### src/rtl/regfile_pkg.sv
// Shared constants and types for the register-file writeback arbiter.
// Imported by the arbiter top and its testbench.
package regfile_pkg;

    localparam int DATA_WIDTH = 32;
    localparam int ADDR_WIDTH = 5;
    localparam int NUM_REGS   = 32;

    typedef enum logic {
        PRIO_ALU = 1'b0,
        PRIO_MEM = 1'b1
    } prio_e;

endpackage

### src/rtl/rd_decoder.sv
// Destination-register to one-hot write-enable decoder.
// An enable of 0 yields an all-zero vector.
module rd_decoder #(
    parameter int ADDR_WIDTH = 5
) (
    input  logic                          en,
    input  logic [ADDR_WIDTH-1:0]         rd,
    output logic [regfile_pkg::NUM_REGS-1:0] onehot
);

    always_comb begin
        onehot = '0;
        if (en) begin
            onehot[rd] = 1'b1;
        end
    end

endmodule

### src/rtl/regfile_wb_arbiter.sv
// Arbitrates ALU and load-unit writebacks onto one register-file write port
// and keeps a pending-write scoreboard filled by decode.
module regfile_wb_arbiter #(
    parameter int DATA_WIDTH = regfile_pkg::DATA_WIDTH,
    parameter int ADDR_WIDTH = regfile_pkg::ADDR_WIDTH
) (
    input  logic                             clk,
    input  logic                             reset,
    input  logic                             alu_valid,
    input  logic [ADDR_WIDTH-1:0]            alu_rd,
    input  logic [DATA_WIDTH-1:0]            alu_data,
    output logic                             alu_ready,
    input  logic                             mem_valid,
    input  logic [ADDR_WIDTH-1:0]            mem_rd,
    input  logic [DATA_WIDTH-1:0]            mem_data,
    output logic                             mem_ready,
    input  logic                             issue_valid,
    input  logic [ADDR_WIDTH-1:0]            issue_rd,
    output logic [regfile_pkg::NUM_REGS-1:0] write_enable,
    output logic [DATA_WIDTH-1:0]            write_data,
    output logic [regfile_pkg::NUM_REGS-1:0] busy
);

    import regfile_pkg::*;

    prio_e                 state;
    logic                  fire;
    logic [ADDR_WIDTH-1:0] grant_rd;
    logic [DATA_WIDTH-1:0] grant_data;
    logic                  wb_en;
    logic [ADDR_WIDTH-1:0] wb_rd;
    logic [NUM_REGS-1:0]   clr_mask;
    logic [NUM_REGS-1:0]   set_mask;
    logic [NUM_REGS-1:0]   busy_next;

    // A lone requester always wins; the FSM only breaks ties.
    always_comb begin
        alu_ready = 1'b0;
        mem_ready = 1'b0;
        if (!reset) begin
            alu_ready = alu_valid && (!mem_valid || state == PRIO_ALU);
            mem_ready = mem_valid && (!alu_valid || state == PRIO_MEM);
        end
    end

    assign fire       = alu_ready || mem_ready;
    assign grant_rd   = alu_ready ? alu_rd : mem_rd;
    assign grant_data = alu_ready ? alu_data : mem_data;

    // Set is applied after clear so a same-edge claim keeps the bit.
    always_comb begin
        clr_mask = '0;
        set_mask = '0;
        if (fire) begin
            clr_mask[grant_rd] = 1'b1;
        end
        if (issue_valid) begin
            set_mask[issue_rd] = 1'b1;
        end
        busy_next    = (busy & ~clr_mask) | set_mask;
        busy_next[0] = 1'b0;
    end

    always_ff @(posedge clk or posedge reset) begin
        if (reset) begin
            state      <= PRIO_ALU;
            wb_en      <= 1'b0;
            wb_rd      <= '0;
            write_data <= '0;
            busy       <= '0;
        end else begin
            if (alu_ready) begin
                state <= PRIO_MEM;
            end else if (mem_ready) begin
                state <= PRIO_ALU;
            end
            wb_en <= fire && (grant_rd != '0);
            if (fire) begin
                wb_rd      <= grant_rd;
                write_data <= grant_data;
            end
            busy <= busy_next;
        end
    end

    rd_decoder #(
        .ADDR_WIDTH(ADDR_WIDTH)
    ) u_rd_decoder (
        .en    (wb_en),
        .rd    (wb_rd),
        .onehot(write_enable)
    );

endmodule

### config.mk
export PLATFORM = sky130hd
export DESIGN_NAME = regfile_wb_arbiter
export DESIGN_NICKNAME = d
export VERILOG_FILES = /design/src/rtl/regfile_pkg.sv /design/src/rtl/rd_decoder.sv /design/src/rtl/regfile_wb_arbiter.sv
export SDC_FILE = /design/constraint.sdc
export NUM_CORES = 1
export LEC_CHECK = 0
export CAP_MARGIN = 20
export CORE_ASPECT_RATIO = 2
export CORE_UTILIZATION = 50
export CTS_CLUSTER_DIAMETER = 60
export DETAILED_ROUTE_END_ITERATION = 12
export DONT_BUFFER_PORTS = 1
export SETUP_SLACK_MARGIN = 0.05
export SYNTH_ARGS = -nofsm -noshare
export SYNTH_HDL_FRONTEND = slang
export SYNTH_SLANG_ARGS = --single-unit
### constraint.sdc
create_clock -name clk -period 3.4 [get_ports clk]
set_input_delay 0.17 -clock clk [delete_from_list [all_inputs] [get_ports clk]]
set_output_delay 0.17 -clock clk [all_outputs]
set_load 0.02 [all_outputs]
* Yosys cells after proc, flatten, opt, wreduce, memory -nomap -nowiden
Index checks and enable logic that the tools add are counted.
** Cells by class
- Magnitude comparators :: 6
- Bitwise gates (word level) :: 4
- Muxes and demuxes :: 15
- Reduce and logical (&&, ||, !) cells :: 13
** Operators with widths (number)
- 2-to-1 mux 32 bit :: 4
- bitwise AND 32 bit :: 1
- inverter 32 bit :: 1
- OR 32 bit :: 1
- < comparator 5 x 6 -> 1 bit, second input constant :: 3
- demux 1 bit (select 5 bit) :: 3
- greater-or-equal comparator 5 x 1 -> 1 bit, second input constant :: 3
- 2-to-1 mux 1 bit :: 7
- logical AND 1 bit :: 6
- 2-to-1 mux 5 bit :: 1
- nonzero test 5 bit :: 1
- logical OR 1 bit :: 3
- logical NOT 1 bit :: 2
- nonzero test 2 bit :: 1
- inverter 1 bit :: 1
** Word-level totals
- Bits of input ports :: 84
- Output and inout port bits :: 98
- Bits in registers :: 70

* Logic depth before layout (Yosys ltp)
Gate-level depths: netlist (run 1).
- Depth in word-level cells :: 13
- Depth in mapped cells :: 6
- Depth with buffers taken out :: 4

* By module
A second synthesis (run 1) with hierarchy kept.
** Unflattened totals
- Cell total of the unflattened synthesis :: 410
- Area total of the unflattened synthesis :: 3768.6 sq um
** Modules (own cells, without submodules)
- regfile_wb_arbiter :: instances 1, seq. area each 1751.7 sq um, area each 3538.4 sq um, cells each 363
- rd_decoder :: instances 1, seq. area each 0.0 sq um, area each 230.2 sq um, cells each 47

* Worst setup path before layout (run 1)
No wires, ideal clock.
- Path type :: input to register
- Start :: input port reset
- End :: register write_data[15]
- Data arrival time :: 2.780 ns
- Buffers on the path :: 2
- Slack :: 0.487 ns
- Data required time :: 3.267 ns
- Stages on the path :: 6
- Cells stage by stage :: inv_1 o21ai_1 buf_4 buf_2 nand2_1 o21ai_0
** On the way
- Cells in the longest elaborated chain, start to end :: 2
- Elaborated cells on any way between the ends :: 4
- Classes of those cells :: mux (3); reduce/logical (1)
** RTL lines
- start, declared :: line regfile_wb_arbiter.sv:8 : input logic reset,
- 2-to-1 mux 1 bit :: line regfile_wb_arbiter.sv:40 : if (!reset) begin
- 2-to-1 mux 32 bit / logical OR 1 bit (equally long branches) :: line regfile_wb_arbiter.sv:48, regfile_wb_arbiter.sv:46
- end signal, assigned :: line regfile_wb_arbiter.sv:80 : write_data <= grant_data;
- end, declared :: line regfile_wb_arbiter.sv:20 : output logic [DATA_WIDTH-1:0] write_data,
Several ways; a longest one is shown, not always the timed one.
A chain may end at the register's enable or synchronous reset.

* Worst setup path after layout (run 1)
- Start :: register state
- End :: output port alu_ready
** On the way
- Cells in the longest elaborated chain, start to end :: 4
** RTL lines
- start, declared :: line regfile_wb_arbiter.sv:26 : prio_e state;
- start signal, assigned :: line regfile_wb_arbiter.sv:66 : state <= PRIO_ALU;
- start signal, assigned :: line regfile_wb_arbiter.sv:73 : state <= PRIO_MEM;
- start signal, assigned :: line regfile_wb_arbiter.sv:75 : state <= PRIO_ALU;
- inverter 1 bit :: line regfile_wb_arbiter.sv:41 : alu_ready = alu_valid && (!mem_valid || state == PRIO_ALU);
- logical OR 1 bit :: line regfile_wb_arbiter.sv:41
- logical AND 1 bit :: line regfile_wb_arbiter.sv:41
- 2-to-1 mux 1 bit :: line regfile_wb_arbiter.sv:40
- end, declared :: line regfile_wb_arbiter.sv:12 : output logic alu_ready,
No other way between the ends.

==> PnR_summary.wiki, run 1 <==
{| class="wikitable"
! Metric !! Value
|-
| Status || finished clean
|-
| Post-route total power || 2270 uW
|-
| Leakage power of the design || 0.00197 uW
|-
| Setup repair after global routing missed its margin || no
|-
| Largest buffer count on any clock path || 2
|-
| Tcrit/Tclk final || 0.687
|-
| ANT cells || 0
|-
| Global-route usage over all layers || 0.255
|-
| Core area || 7270 um2
|-
| Top flip-flop cell by instance count after synthesis || sky130_fd_sc_hd__dfrtp_1
|-
| Cell depth of the worst flop-to-flop path || 5
|-
| Number of cells traversed by the worst hold path || 2
|-
| Slew headroom || 0.282
|-
| Worst vdd rail ir drop || 0.422 mV
|-
| Placer's final routability congestion estimate || 0.875
|-
| Clock period minus worst slack || 2.34 ns
|-
| Overall die width || 63.5 um
|-
| H-tree Lvls || 3
|-
| Worst Setup End Kind || output pin
|-
| Synthesized netlist net count || 498
|-
| Total standard cell area after synthesis || 3790 um2
|-
| Vias in the first global route || 2967
|-
| Maxcap violations || 0
|-
| CTS tree || done
|-
| Tightest Hold Check Type || in2reg
|-
| Clock slew at reported path FFs || 0.05 ns
|-
| Flop-to-flop setup slack || 1.28 ns
|-
| Worst Clk Skew || 0.00308 ns
|-
| Worst hold start || alu_rd[0]
|-
| Cell at the root of the clock tree || sky130_fd_sc_hd__clkbuf_16
|-
| Number of standard-cell rows in the floorplan || 44
|-
| Die area || 7950 um2
|-
| Top cell type's share of synthesized area || 0.463
|-
| Io pins || 182
|-
| Cell type with the highest aggregate area in the netlist || sky130_fd_sc_hd__dfrtp_1
|-
| Vertical extent of the die || 125 um
|-
| Tightest Pin Transition || 1.07 ns
|-
| Area overhead of the layout relative to synthesis || 8.82%
|-
| Wirelength, routed || 9850 um
|-
| Drt drc || 0
|-
| Hold Violations, Final || 0
|-
| Cell types with the largest area share after synthesis || sky130_fd_sc_hd__dfrtp_1 (46%), sky130_fd_sc_hd__mux2i_1 (9.8%), sky130_fd_sc_hd__o21ai_0 (9.3%)
|-
| Number of gates resized after cts || 0
|-
| Initial antenna violation count || 0
|-
| Most frequent cells after synthesis || sky130_fd_sc_hd__dfrtp_1 (70), sky130_fd_sc_hd__o21ai_0 (70), sky130_fd_sc_hd__nand2_1 (46)
|-
| Effective utilization at floorplan || 0.521
|-
| Total negative slack || 0 ns
|-
| Power per Cell Area || 552 nW/um2
|-
| First-pass GRT wire length || 15500 um
|-
| Reg2Reg Launch Point || state
|-
| Crit path DAT || 2.17 ns
|-
| Num CTS Buffers || 9
|-
| Critical path fanouts, max || 21
|-
| Antenna Nets Post-Route || 0
|-
| Max Clock Freq || 428 MHz
|-
| Average via count per standard cell || 6.06
|-
| Setup CP Type || reg2out
|-
| Post-synth EDFFs || 0
|-
| Total of buffers placed on input and output ports || 0
|-
| Detailed-placement wirelength estimate || 7340 um
|-
| Skew-Pair Late Insertion Delay || 0.32 ns
|-
| Proportion of synthesized flip-flops having asynchronous set or reset || 1.00
|-
| Startpoint kind of the worst setup timing path || flip-flop
|-
| Mapped Cells || 414
|-
| Smallest hold slack || 0.0501 ns
|-
| Required time of the critical path || 3.23 ns
|-
| Hold buffer count at CTS || 0
|-
| Post-CTS repair timing setup buffer count || 0
|-
| Synth unique cells || 36
|-
| Worst r2r dst || write_data[25]
|-
| DRT Pass-1 Iters || 5
|-
| Final Max Slew Viols || 0
|-
| Endpoint with the worst hold slack || wb_rd[0]
|-
| Aggregate global routing overflow || 0
|-
| Total number of yosys warnings || 0
|-
| Post-synthesis sequential area ratio || 0.463
|-
| Mean instance size in the synthesized netlist || 9.15 um2
|-
| Wire per inst || 19.7 um
|-
| Post-synthesis register bit count || 70
|-
| Total number of vias || 3034
|-
| Pin count of the biggest net entering global routing || 72
|-
| Total setup violations reported at the end of the flow || 0
|-
| Violation count after the first detailed-route iteration || 220
|-
| Number of nets in the layout || 488
|-
| Share of cells above drive strength 1 || 0.0685
|-
| Clock Sink Count || 70
|}
cell usage in the layout (no fill, tap or decap), types with 3 or more instances in the layout:
| cell type | count |
|---|---|
| sky130_fd_sc_hd__nand4b_1 | 5 |
| sky130_fd_sc_hd__nor2b_1 | 4 |
| sky130_fd_sc_hd__nand4_1 | 4 |
| sky130_fd_sc_hd__buf_4 | 3 |
| sky130_fd_sc_hd__o2111ai_1 | 4 |
| sky130_fd_sc_hd__and3b_1 | 3 |
| sky130_fd_sc_hd__nand3_1 | 3 |
| sky130_fd_sc_hd__nand3b_1 | 5 |
| sky130_fd_sc_hd__mux2i_1 | 37 |
| sky130_fd_sc_hd__nor3b_1 | 4 |
| sky130_fd_sc_hd__a32oi_1 | 31 |
| sky130_fd_sc_hd__o211ai_1 | 4 |
| sky130_fd_sc_hd__o21ai_0 | 70 |
| sky130_fd_sc_hd__nor2_1 | 41 |
| sky130_fd_sc_hd__inv_1 | 35 |
| sky130_fd_sc_hd__and3_1 | 3 |
| sky130_fd_sc_hd__dfrtp_1 | 70 |
| sky130_fd_sc_hd__clkbuf_16 | 9 |
| sky130_fd_sc_hd__nand2_1 | 45 |
layer usage:
| metal | vias to the layer above | GRT usage | wire (um) |
|---|---|---|---|
| met5 | - | 0 | 0 |
| met4 | 0 | 0.0989 | 181 |
| met3 | 14 | 0.0757 | 736 |
| met2 | 134 | 0.458 | 5430 |
| met1 | 1428 | 0.270 | 3500 |
| li1 | 1458 | - | - |
layout make-up:
type	instances	area, um2
clock buffers	12	246
clock inverters	4	70.1
fillers	662	3150
inverters	36	135
multi-input cells	284	1780
flip-flops and latches	70	1750
well taps	92	115
repair buffers	3	22.5
where the power goes:
| group | internal, uW | leakage [uW] | switching [uW] |
|---|---|---|---|
| Combinational | 91.4 | 0.00107 | 161 |
| Sequential | 901 | 0.000752 | 133 |
| Clock | 660 | 0.000157 | 328 |
| Total | 1650 | 0.00197 | 622 |
per-stage QoR:
stage | setup WS (ns) | cells | cell area, um2 | util
global placement | 1.38 | 485 | 3800 | 0.523
detailed placement | 1.28 | 485 | 3800 | 0.523
finish | 1.06 | 501 | 4120 | 0.567
global route | 0.916 | 501 | 4120 | 0.567
floorplan | 0.487 | 414 | 3790 | -
CTS | 1.04 | 501 | 4120 | 0.567
critical path, stage by stage (launching register included):
cell and delay [ns]:
sky130_fd_sc_hd__dfrtp_1 0.39, sky130_fd_sc_hd__nand2_1 0.26, sky130_fd_sc_hd__nand2_2 0.59, sky130_fd_sc_hd__buf_4 0.41, sky130_fd_sc_hd__inv_1 0.18
worst max path at each step:
| stage | cells after the start | start | slack [ns] | to |
|---|---|---|---|---|
| finish | 4 | state | 1.06 | alu_ready |
| global route | 4 | state | 0.92 | alu_ready |
| CTS | 4 | state | 1.04 | alu_ready |
| detailed placement | 5 | state | 1.28 | write_data[31] |
| global placement | 5 | state | 1.38 | wb_rd[1] |
| floorplan | 6 | reset | 0.49 | write_data[15] |
kinds of logic after synthesis:
family,Yosys count,synth area share
AND/OR/NAND/NOR,127,0.166
AO/OA/AOI/OAI,119,0.202
flip-flops,70,0.463
buffers and inverters,60,0.0710
multiplexers,37,0.0978
other,1,0.000990
flip-flops by register name, indices dropped and copies added (netlist names):
register	flops
write_data	32
busy	31
wb_en	1
state	1
wb_rd	5
Note: power is estimated with default switching activity, not from simulation.
==> run 2, diff against run 1 <==
--- a/config.mk
+++ b/config.mk
@@ -11,6 +11,7 @@
 export CTS_CLUSTER_DIAMETER = 60
 export DETAILED_ROUTE_END_ITERATION = 12
 export DONT_BUFFER_PORTS = 1
+export PLACE_DENSITY = 0.68
 export SETUP_SLACK_MARGIN = 0.05
 export SYNTH_ARGS = -nofsm -noshare
 export SYNTH_HDL_FRONTEND = slang
==> constraint.sdc (replaced) <==
create_clock -name clk -period 2 [get_ports clk]
set_input_delay 0.1 -clock clk [delete_from_list [all_inputs] [get_ports clk]]
set_output_delay 0.1 -clock clk [all_outputs]
set_load 0.02 [all_outputs]
==> run 2 against run 1 <==
Effect of this change: worst setup slack lost 0.87 ns; largest cell class unchanged; utilization increased by 6.2 points; the flow now finishes with violations (hold timing); critical path depth fell by 2; cell count grew 9.2%; final area increased by 11%; global-route usage is 2.5 points higher; first-iteration DRC count down 23%.
==> PnR_summary.wiki, run 2 (synthesis gave the netlist of run 1 again) <==
{| class="wikitable"
! Metric !! Value
|-
| Status || finished with violations
|-
| Violated checks || hold timing
|-
| Total setup violations reported at the end of the flow || 0
|-
| Critical path, cell by cell || or3b_2, nor2_1
|-
| Vertical extent of the die || 125 um
|-
| Worst stage delay on the critical path || 0.55 ns
|-
| Detailed-placement wirelength estimate || 7410 um
|-
| Setup repair after global routing missed its margin || no
|-
| Placer's final routability congestion estimate || 0.886
|-
| Number of flip-flops in the largest register || 32
|-
| Final worst slack || 0.195 ns
|-
| Tightest Hold Check Type || in2reg
|-
| Startpoint kind of the worst setup timing path || flip-flop
|-
| Flop-to-flop setup slack || 0.24 ns
|-
| Max Clock Freq || 554 MHz
|-
| Largest buffer count on any clock path || 2
|-
| Smallest hold slack || -0.00674 ns
|-
| Worst Clk Skew || 0.00687 ns
|-
| Maxcap violations || 0
|-
| Number of cells traversed by the worst hold path || 2
|-
| Drt drc || 0
|-
| Minimum setup slack after placement || 0.313 ns
|-
| Slew headroom || 0.414
|-
| Most flop-heavy register || write_data
|-
| Io pins || 182
|-
| Tcrit/Tclk final || 0.903
|-
| Worst hold start || alu_data[27]
|-
| Area overhead of the layout relative to synthesis || 20.7%
|-
| Leakage power of the design || 0.00216 uW
|-
| Hold Violations, Final || 1
|-
| Cell depth of the worst flop-to-flop path || 4
|-
| Area post-placement || 3830 um2
|-
| Num CTS Buffers || 9
|-
| CTS tree || done
|-
| Violation count after the first detailed-route iteration || 169
|-
| Met3 wire len || 752 um
|-
| Die area || 7950 um2
|-
| Final Max Slew Viols || 0
|-
| Tightest Pin Transition || 0.879 ns
|-
| Number of nets in the layout || 536
|-
| Clock period minus worst slack || 1.81 ns
|-
| Fill cell total of the finished layout || 628
|-
| Top sig layer || met4
|-
| Wirelength, routed || 10800 um
|-
| Average via count per standard cell || 6.01
|-
| Number of standard-cell rows in the floorplan || 44
|-
| Clock slew at reported path FFs || 0.05 ns
|-
| Detailed-routing wirelength on met1 || 3670 um
|-
| Cell at the root of the clock tree || sky130_fd_sc_hd__clkbuf_16
|-
| Routed wl met2 || 6040 um
|-
| Antenna Nets Post-Route || 0
|-
| Reg2Reg Launch Point || state
|-
| Skew-Pair Late Insertion Delay || 0.33 ns
|-
| Total number of vias || 3289
|-
| Crit path DAT || 1.71 ns
|-
| Total negative slack || 0 ns
|-
| Global-route usage over all layers || 0.279
|-
| Pin count of the biggest net entering global routing || 71
|-
| Most used cells in the layout excluding fill and tap cells || sky130_fd_sc_hd__o21ai_0 (70), sky130_fd_sc_hd__dfrtp_1 (70), sky130_fd_sc_hd__dlygate4sd3_1 (46), sky130_fd_sc_hd__nand2_1 (45), sky130_fd_sc_hd__nor2_1 (41)
|-
| Registers with the most flip-flops || write_data: 32 flops, busy: 31 flops, wb_rd: 5 flops
|-
| Post-layout instance area || 4570 um2
|-
| Total of buffers placed on input and output ports || 0
|-
| Aggregate global routing overflow || 0
|-
| Overall die width || 63.5 um
|-
| Effective utilization at floorplan || 0.521
|-
| Vias in the first global route || 3238
|-
| First-pass GRT wire length || 16900 um
|-
| Worst vdd rail ir drop || 0.570 mV
|-
| Power per Cell Area || 822 nW/um2
|-
| Slowest cell on the critical path || sky130_fd_sc_hd__or3b_2
|-
| Post-route total power || 3750 uW
|-
| Setup CP Type || reg2out
|-
| Worst Setup End Kind || output pin
|-
| Initial antenna violation count || 0
|-
| ANT cells || 0
|-
| Critical path fanouts, max || 9
|-
| DRT Pass-1 Iters || 4
|-
| H-tree Lvls || 3
|-
| Endpoint with the worst hold slack || write_data[27]
|-
| Wire per inst || 19.7 um
|-
| Share of cells above drive strength 1 || 0.0637
|-
| Required time of the critical path || 1.90 ns
|-
| Number of gates resized after cts || 0
|-
| Clock Sink Count || 70
|-
| Worst r2r dst || busy[30]
|-
| Core area || 7270 um2
|}
[run 2: cell count changes in the layout (fill, tap and decap cells not counted)]
cell                            delta
sky130_fd_sc_hd__dlygate4sd3_1    +46
sky130_fd_sc_hd__bufinv_16         -2
sky130_fd_sc_hd__clkbuf_8          +2
sky130_fd_sc_hd__buf_12            +1
sky130_fd_sc_hd__buf_4             +1
sky130_fd_sc_hd__clkbuf_1          -1
sky130_fd_sc_hd__clkinv_2          -1
sky130_fd_sc_hd__clkinvlp_4        +1
sky130_fd_sc_hd__inv_2             -1
[run 2: per-stage QoR]
stage | utilization | instances
final | 0.629 | 547
after global placement | 0.528 | 487
after global routing | 0.629 | 547
after floorplan | - | 414
after detailed placement | 0.528 | 487
after CTS | 0.628 | 546
[run 2: power breakdown]
group	internal [uW]	switching, uW
clock	924	550
combinational	220	301
sequential	1530	227
[run 2: worst max-delay path, delay by kind of cell (launching register included)]
| kind | cells | cell delay [ns] |
|---|---|---|
| AND/OR/NAND/NOR | 2 | 0.92 |
| flip-flops | 1 | 0.46 |
[run 2: how the worst max path moves through the flow]
stage | from | end | slack (ns) | cells past startpoint
6_report | wb_rd[4] | write_enable[4] | 0.19 | 2
5_1_grt | state | alu_ready | 0.13 | 4
4_1_cts | wb_rd[4] | write_enable[4] | 0.19 | 2
3_5_place_dp | state | busy[23] | 0.31 | 4
3_3_place_gp | state | busy[23] | 0.35 | 4
2_1_floorplan | reset | wb_rd[4] | 0.04 | 6
[run 2: area by class of cell]
cell class | instances | area (um2) | area share
multi-input combinational | 284 | 1780 | 0.389
tap | 92 | 115 | 0.0252
inverter | 36 | 139 | 0.0304
timing repair buffer | 51 | 510 | 0.112
clock buffer | 13 | 270 | 0.0591
clock inverter | 1 | 5.00 | 0.00109
sequential | 70 | 1750 | 0.383
[run 2: what timing repair did]
| item | 4_1_cts | 5_1_grt |
|---|---|---|
| hold endpoints to repair | 25 | 1 |
| buffers inserted | 0 | 0 |
| hold buffers | 45 | 1 |
[run 2: routing by layer]
metal | global-route usage | vias to the layer above
met5 | 0 | -
met2 | 0.524 | 168
met3 | 0.0739 | 21
li1 | - | 1546
met4 | 0.126 | 0
met1 | 0.274 | 1554
